**src/rtl/warp_issue_sched_pkg.sv**
```systemverilog
// Shared types for the warp issue scheduler: per-warp lifecycle states and
// default-geometry ID / credit types.
package warp_issue_sched_pkg;

   typedef enum logic [1:0] {
      W_IDLE = 2'd0,
      W_RUN  = 2'd1,
      W_BAR  = 2'd2
   } warp_state_e;

   localparam int unsigned DEF_NUM_WARPS = 8;
   localparam int unsigned DEF_CREDITS   = 4;
   localparam int unsigned DEF_WID_W     = $clog2(DEF_NUM_WARPS);
   localparam int unsigned DEF_CRD_W     = $clog2(DEF_CREDITS + 1);

   typedef logic [DEF_WID_W-1:0] wid_t;
   typedef logic [DEF_CRD_W-1:0] crd_t;

endpackage

```
**src/rtl/warp_issue_sched_arb.sv**
```systemverilog
// Fixed-priority arbiter with a rotating start point: grants the first
// requester at or after the one-hot priority position, wrapping around.
module fixed_pri_arb_base #(
   parameter int unsigned N = 8
) (
   input  logic [N-1:0] req,
   input  logic [N-1:0] pri,
   output logic [N-1:0] grant
);

   logic [2*N-1:0] dreq;
   logic [2*N-1:0] dgrant;

   // Borrow ripples up from the priority bit to the first set request,
   // which is the only request bit cleared by the subtraction.
   assign dreq   = {req, req};
   assign dgrant = dreq & ~(dreq - {{N{1'b0}}, pri});
   assign grant  = dgrant[N-1:0] | dgrant[2*N-1:N];

endmodule

```
**src/rtl/warp_issue_sched.sv**
```systemverilog
// Per-SM warp scheduler: round-robin pick of one eligible warp per cycle into
// a registered valid/ready issue slot, with per-warp lifecycle and credits.
module warp_issue_sched
   import warp_issue_sched_pkg::*;
#(
   parameter int unsigned NUM_WARPS = 8,
   parameter int unsigned CREDITS   = 4,
   localparam int unsigned WID_W    = $clog2(NUM_WARPS),
   localparam int unsigned CRD_W    = $clog2(CREDITS + 1)
) (
   input  logic                 clk,
   input  logic                 rst,
   input  logic [NUM_WARPS-1:0] launch_i,
   input  logic                 exit_valid_i,
   input  logic [WID_W-1:0]     exit_wid_i,
   input  logic                 bar_valid_i,
   input  logic [WID_W-1:0]     bar_wid_i,
   input  logic                 crd_ret_valid_i,
   input  logic [WID_W-1:0]     crd_ret_wid_i,
   input  logic [NUM_WARPS-1:0] stall_i,
   output logic                 issue_valid_o,
   output logic [WID_W-1:0]     issue_wid_o,
   input  logic                 issue_ready_i,
   output logic [NUM_WARPS-1:0] active_o,
   output logic                 all_idle_o
);

   localparam logic [CRD_W-1:0] CRD_FULL = CRD_W'(CREDITS);

   warp_state_e          state_q [NUM_WARPS];
   warp_state_e          state_d [NUM_WARPS];
   logic [CRD_W-1:0]     crd_q   [NUM_WARPS];
   logic [CRD_W-1:0]     crd_d   [NUM_WARPS];
   logic [WID_W-1:0]     ptr_q;
   logic                 slot_valid_q;
   logic [WID_W-1:0]     slot_wid_q;

   logic [NUM_WARPS-1:0] is_run, is_bar, elig, req, pri, grant;
   logic [NUM_WARPS-1:0] exit_hit, bar_hit, ret_hit;
   logic [WID_W-1:0]     grant_wid;
   logic                 load, release_bar;

   always_comb begin
      is_run = '0;
      is_bar = '0;
      elig   = '0;
      pri    = '0;
      for (int unsigned w = 0; w < NUM_WARPS; w++) begin
         is_run[w] = (state_q[w] == W_RUN);
         is_bar[w] = (state_q[w] == W_BAR);
         elig[w]   = is_run[w] & ~stall_i[w] & (crd_q[w] != '0);
      end
      pri[ptr_q]  = 1'b1;
      release_bar = (|is_bar) & ~(|is_run);
      load        = ~slot_valid_q | issue_ready_i;
      req         = load ? elig : '0;
   end

   fixed_pri_arb_base #(.N(NUM_WARPS)) u_arb (
      .req   (req),
      .pri   (pri),
      .grant (grant)
   );

   always_comb begin
      grant_wid = '0;
      for (int unsigned w = 0; w < NUM_WARPS; w++) begin
         if (grant[w]) grant_wid = WID_W'(w);
      end
   end

   assign exit_hit = exit_valid_i    ? (NUM_WARPS'(1) << exit_wid_i)    : '0;
   assign bar_hit  = bar_valid_i     ? (NUM_WARPS'(1) << bar_wid_i)     : '0;
   assign ret_hit  = crd_ret_valid_i ? (NUM_WARPS'(1) << crd_ret_wid_i) : '0;

   always_comb begin
      for (int unsigned w = 0; w < NUM_WARPS; w++) begin
         state_d[w] = state_q[w];
         crd_d[w]   = crd_q[w];
         unique case (state_q[w])
            W_IDLE: if (launch_i[w]) state_d[w] = W_RUN;
            W_RUN: begin
               if (exit_hit[w])     state_d[w] = W_IDLE;
               else if (bar_hit[w]) state_d[w] = W_BAR;
            end
            W_BAR: begin
               if (exit_hit[w])      state_d[w] = W_IDLE;
               else if (release_bar) state_d[w] = W_RUN;
            end
            default: state_d[w] = W_IDLE;
         endcase
         // A return at full count only counts when a grant consumes a credit in the same cycle.
         if (state_q[w] == W_IDLE) begin
            if (launch_i[w]) crd_d[w] = CRD_FULL;
         end else begin
            crd_d[w] = crd_q[w] - CRD_W'(grant[w])
                     + CRD_W'(ret_hit[w] & ((crd_q[w] != CRD_FULL) | grant[w]));
         end
      end
   end

   always_ff @(posedge clk) begin
      if (rst) begin
         for (int unsigned w = 0; w < NUM_WARPS; w++) begin
            state_q[w] <= W_IDLE;
            crd_q[w]   <= CRD_FULL;
         end
         ptr_q        <= '0;
         slot_valid_q <= 1'b0;
         slot_wid_q   <= '0;
      end else begin
         for (int unsigned w = 0; w < NUM_WARPS; w++) begin
            state_q[w] <= state_d[w];
            crd_q[w]   <= crd_d[w];
         end
         if (load) begin
            slot_valid_q <= |grant;
            if (|grant) begin
               slot_wid_q <= grant_wid;
               ptr_q      <= grant_wid + 1'b1;
            end
         end
      end
   end

   always_ff @(posedge clk) begin
      if (!rst && crd_ret_valid_i) begin
         assert (state_q[crd_ret_wid_i] == W_IDLE || crd_q[crd_ret_wid_i] != CRD_FULL
                 || grant[crd_ret_wid_i])
         else $warning("credit return for warp %0d at full count ignored", crd_ret_wid_i);
      end
   end

   always_comb begin
      active_o = '0;
      for (int unsigned w = 0; w < NUM_WARPS; w++) begin
         active_o[w] = (state_q[w] != W_IDLE);
      end
   end

   assign issue_valid_o = slot_valid_q;
   assign issue_wid_o   = slot_wid_q;
   assign all_idle_o    = ~(|active_o) & ~slot_valid_q;

endmodule

```
**config.mk**
```make
export PLATFORM = sky130hd
export DESIGN_NAME = warp_issue_sched
export DESIGN_NICKNAME = d
export VERILOG_FILES = /design/src/rtl/warp_issue_sched_pkg.sv /design/src/rtl/warp_issue_sched_arb.sv /design/src/rtl/warp_issue_sched.sv
export SDC_FILE = /design/constraint.sdc
export NUM_CORES = 1
export LEC_CHECK = 0
export CORE_UTILIZATION = 62
export CTS_CLUSTER_SIZE = 25
export DETAILED_ROUTE_END_ITERATION = 6
export PLACE_DENSITY = 0.87
export RECOVER_POWER = 100
export SKIP_LAST_GASP = 1
export SYNTH_ARGS = -nofsm -noshare
export SYNTH_HDL_FRONTEND = slang
export SYNTH_SLANG_ARGS = --single-unit
```
**constraint.sdc**
```tcl
create_clock -name clk -period 8.93 [get_ports clk]
set_input_delay 0.893 -clock clk [delete_from_list [all_inputs] [get_ports clk]]
set_output_delay 0.893 -clock clk [all_outputs]
set_load 0.01 [all_outputs]
```
==> out/qor.csv <==
metric,value,unit
die_h,81.7,um
fin_nets,624,
hold_start,issue_wid_o[2],
initial_core_util,65.4,%
violations,"capacitance limit, slew limit",
hold_end,issue_wid_o[2],
p_comb_share,55.0,%
irDropWorstVdd,0.158,mV
p_leak,1.84,nW
cp.arrival,5.95,ns
dr.first_iter.drc_count,271,
grt_usage,33.0,%
hold_depth,2,
cts_resized,0,
min_period,5.72,ns
fin_util,73.7,%
postRouteAntennaNets,0,
vias_per_cell,6.13,
synth.distinct_cells,72,
power.density,205,nW/um^2
firstDrtPassIters,5,
period_share,64.1,%
cts.root.buffer_cell,clkbuf_8,
drive_gt1_share,4.28,%
via_count,3901,
rr_startpoint,crd_q[0][7],
numClockSinks,47,
relSlewSlack,-12.3,%
io_buffers,43,
p_seq_share,29.8,%
synth_top_area_share,23.9,%
synth_top_area_cell,dfxtp_1,
die_area,6680,um^2
synth_seq_cells,47,
die_x,81.7,um
synth_async_sr_flop_share,0,%
dp_hpwl,8260,um
rsz0062_at_grt,false,
clkPwrFrac,15.3,%
crit_fanout,10,
fin_cells,636,
finalPower,0.909,mW
cts_setup_buffers,0,
ys_warn_count,0,
grt_overflow,0,
worstPathRequired,9.16,ns
hold_class,reg -> reg,
maxSlewViolCount,11,
r2r-end,ptr_q[2],
gp_congestion,0.931,
path_clk_slew,0.09,ns
final.setup.tns,0,ns
outcome,finished with violations,
clock_latency,0.31,ns
crit_type,in -> reg,
drc_errors,0,
wl_per_cell,16.4,um
fill_cells,483,
core,6030,um^2
startpoint_type,input pin,
grt_pass1_wl,16800,um
synth_most_common_cell,nor2_1,
r2r_cells,13,
ys.flop_type,dfxtp_1,
cts_tree,yes,
synth-edff-count,0,
reg2reg_slack,3.90,ns
fmax,175,MHz
p_switching,0.401,mW
holdBufCountCts,0,
endpoint_kind,register,
cts_buffers,5,
wl,10400,um
tightestPinTransition,1.67,ns
fin_skew,0.00560,ns
synthTopCellsByArea,"dfxtp_1, ha_1, nor2_1, inv_1, a21oi_1",
netSwitchingFraction,44.0,%
area_delta_synth_final,12.7,%
io_pins,44,
grt_pass1_vias,3619,
setup_viol,0,
syn-num-nets,587,
dp.cells,628,
drv_cap,1,
synthTopCellsByCount,"nor2_1, inv_1, dfxtp_1",
internal-power,0.509,mW
hold_viol,0,
htree_num_levels,2,
syn_area_per_cell,7.54,um^2
antenna_found_initial,0,
syn_inst,523,
grt_max_degree,50,
netlist_area,3940,um^2
num_rows,28,
diodes,0,
clockBufferDepth,2,
ys_seq_area_share,23.9,%
==> logic make-up (layout without fill, tap and decap cells) <==
| group | Yosys count | count (layout) | share of synthesized area [%] |
|---|---|---|---|
| and+or+nand+nor | 236 | 236 | 32.8 |
| AOI/OAI and AO/OA | 122 | 122 | 20.7 |
| buffers and inverters | 71 | 109 | 7.27 |
| DFF | 47 | 47 | 23.9 |
| adders and majority gates | 33 | 33 | 12.2 |
| xor gates and xnor gates | 11 | 11 | 2.44 |
| muxes | 3 | 3 | 0.762 |
==> how the worst max path moves through the flow <==
stage | start | end | cells after the start
after floorplan | issue_ready_i | crd_q[1][2] | 19
after global placement | issue_ready_i | crd_q[1][2] | 18
after detailed placement | issue_ready_i | crd_q[1][2] | 18
after CTS | issue_ready_i | crd_q[1][2] | 18
after global routing | issue_ready_i | ptr_q[2] | 14
final | issue_ready_i | ptr_q[2] | 14
==> layer usage <==
layer,GRT usage (%),routed length [um]
met4,12.1,260
met5,0,0
met2,55.7,4960
met1,41.9,4360
met3,5.56,847
==> flip-flops by register name (all words and copies together), names as in the netlist <==
signal         count
crd_q             24
issue_valid_o      1
issue_wid_o        3
ptr_q              3
state_q           16
==> cells in the final DEF, fill, tap and decap left out, types with 4 or more instances in the layout <==
master	instances
nand4_1	5
xnor2_1	10
o22ai_1	10
nor2b_1	10
or3_1	4
dfxtp_1	47
nor3_1	25
nor2_1	64
fa_1	9
nand2b_1	27
nand2_1	40
clkdlybuf4s50_1	26
o211ai_1	4
nor3b_1	4
nor4b_1	5
clkbuf_8	5
a21oi_1	41
inv_1	57
ha_1	24
nand3b_1	5
nor4_1	11
a21boi_0	4
dlygate4sd3_1	17
nand3_1	17
o21ai_0	14
a31oi_1	13
==> worst max-delay path: stages <==
cell and delay, ns:
dlygate4sd3_1 0.60, nand2b_1 0.28, nand3_1 0.19, inv_1 0.07
ha_1 0.36, a21oi_1 0.20, a21boi_0 0.25, a21boi_0 0.22
and4_4 0.24, o31ai_1 0.51, inv_1 0.28, nor4_1 1.40
mux2i_1 0.19, o221ai_1 0.26
==> cell type report <==
cell class                      count  area [um^2]  area share, %
Clock inverter                      3         23.8          0.535
Timing Repair Buffer               44          438           9.86
Sequential cell                    47          941           21.2
Clock buffer                        5         68.8           1.55
Tap cell                           75         93.8           2.11
Inverter                           57          214           4.82
Multi-Input combinational cell    405         2660           59.9
==> stage by stage <==
stage,instance area [um^2],setup WS (ns),hold slack [ns]
6_report,4440,3.21,0.462
5_1_grt,4440,2.88,0.499
4_1_cts,4490,3.94,0.471
3_5_place_dp,4400,3.60,0.458
3_3_place_gp,4400,3.74,0.445
2_1_floorplan,3940,4.46,0.470
==> power groups by stage <==
stage,Sequential [mW],Combinational (mW),Clock [mW]
floorplan,0.262,0.402,0
global placement,0.274,0.510,0
detailed placement,0.275,0.516,0
CTS,0.270,0.520,0.139
global route,0.275,0.556,0.145
finish,0.271,0.500,0.139
(Power assumes the default switching activity.)
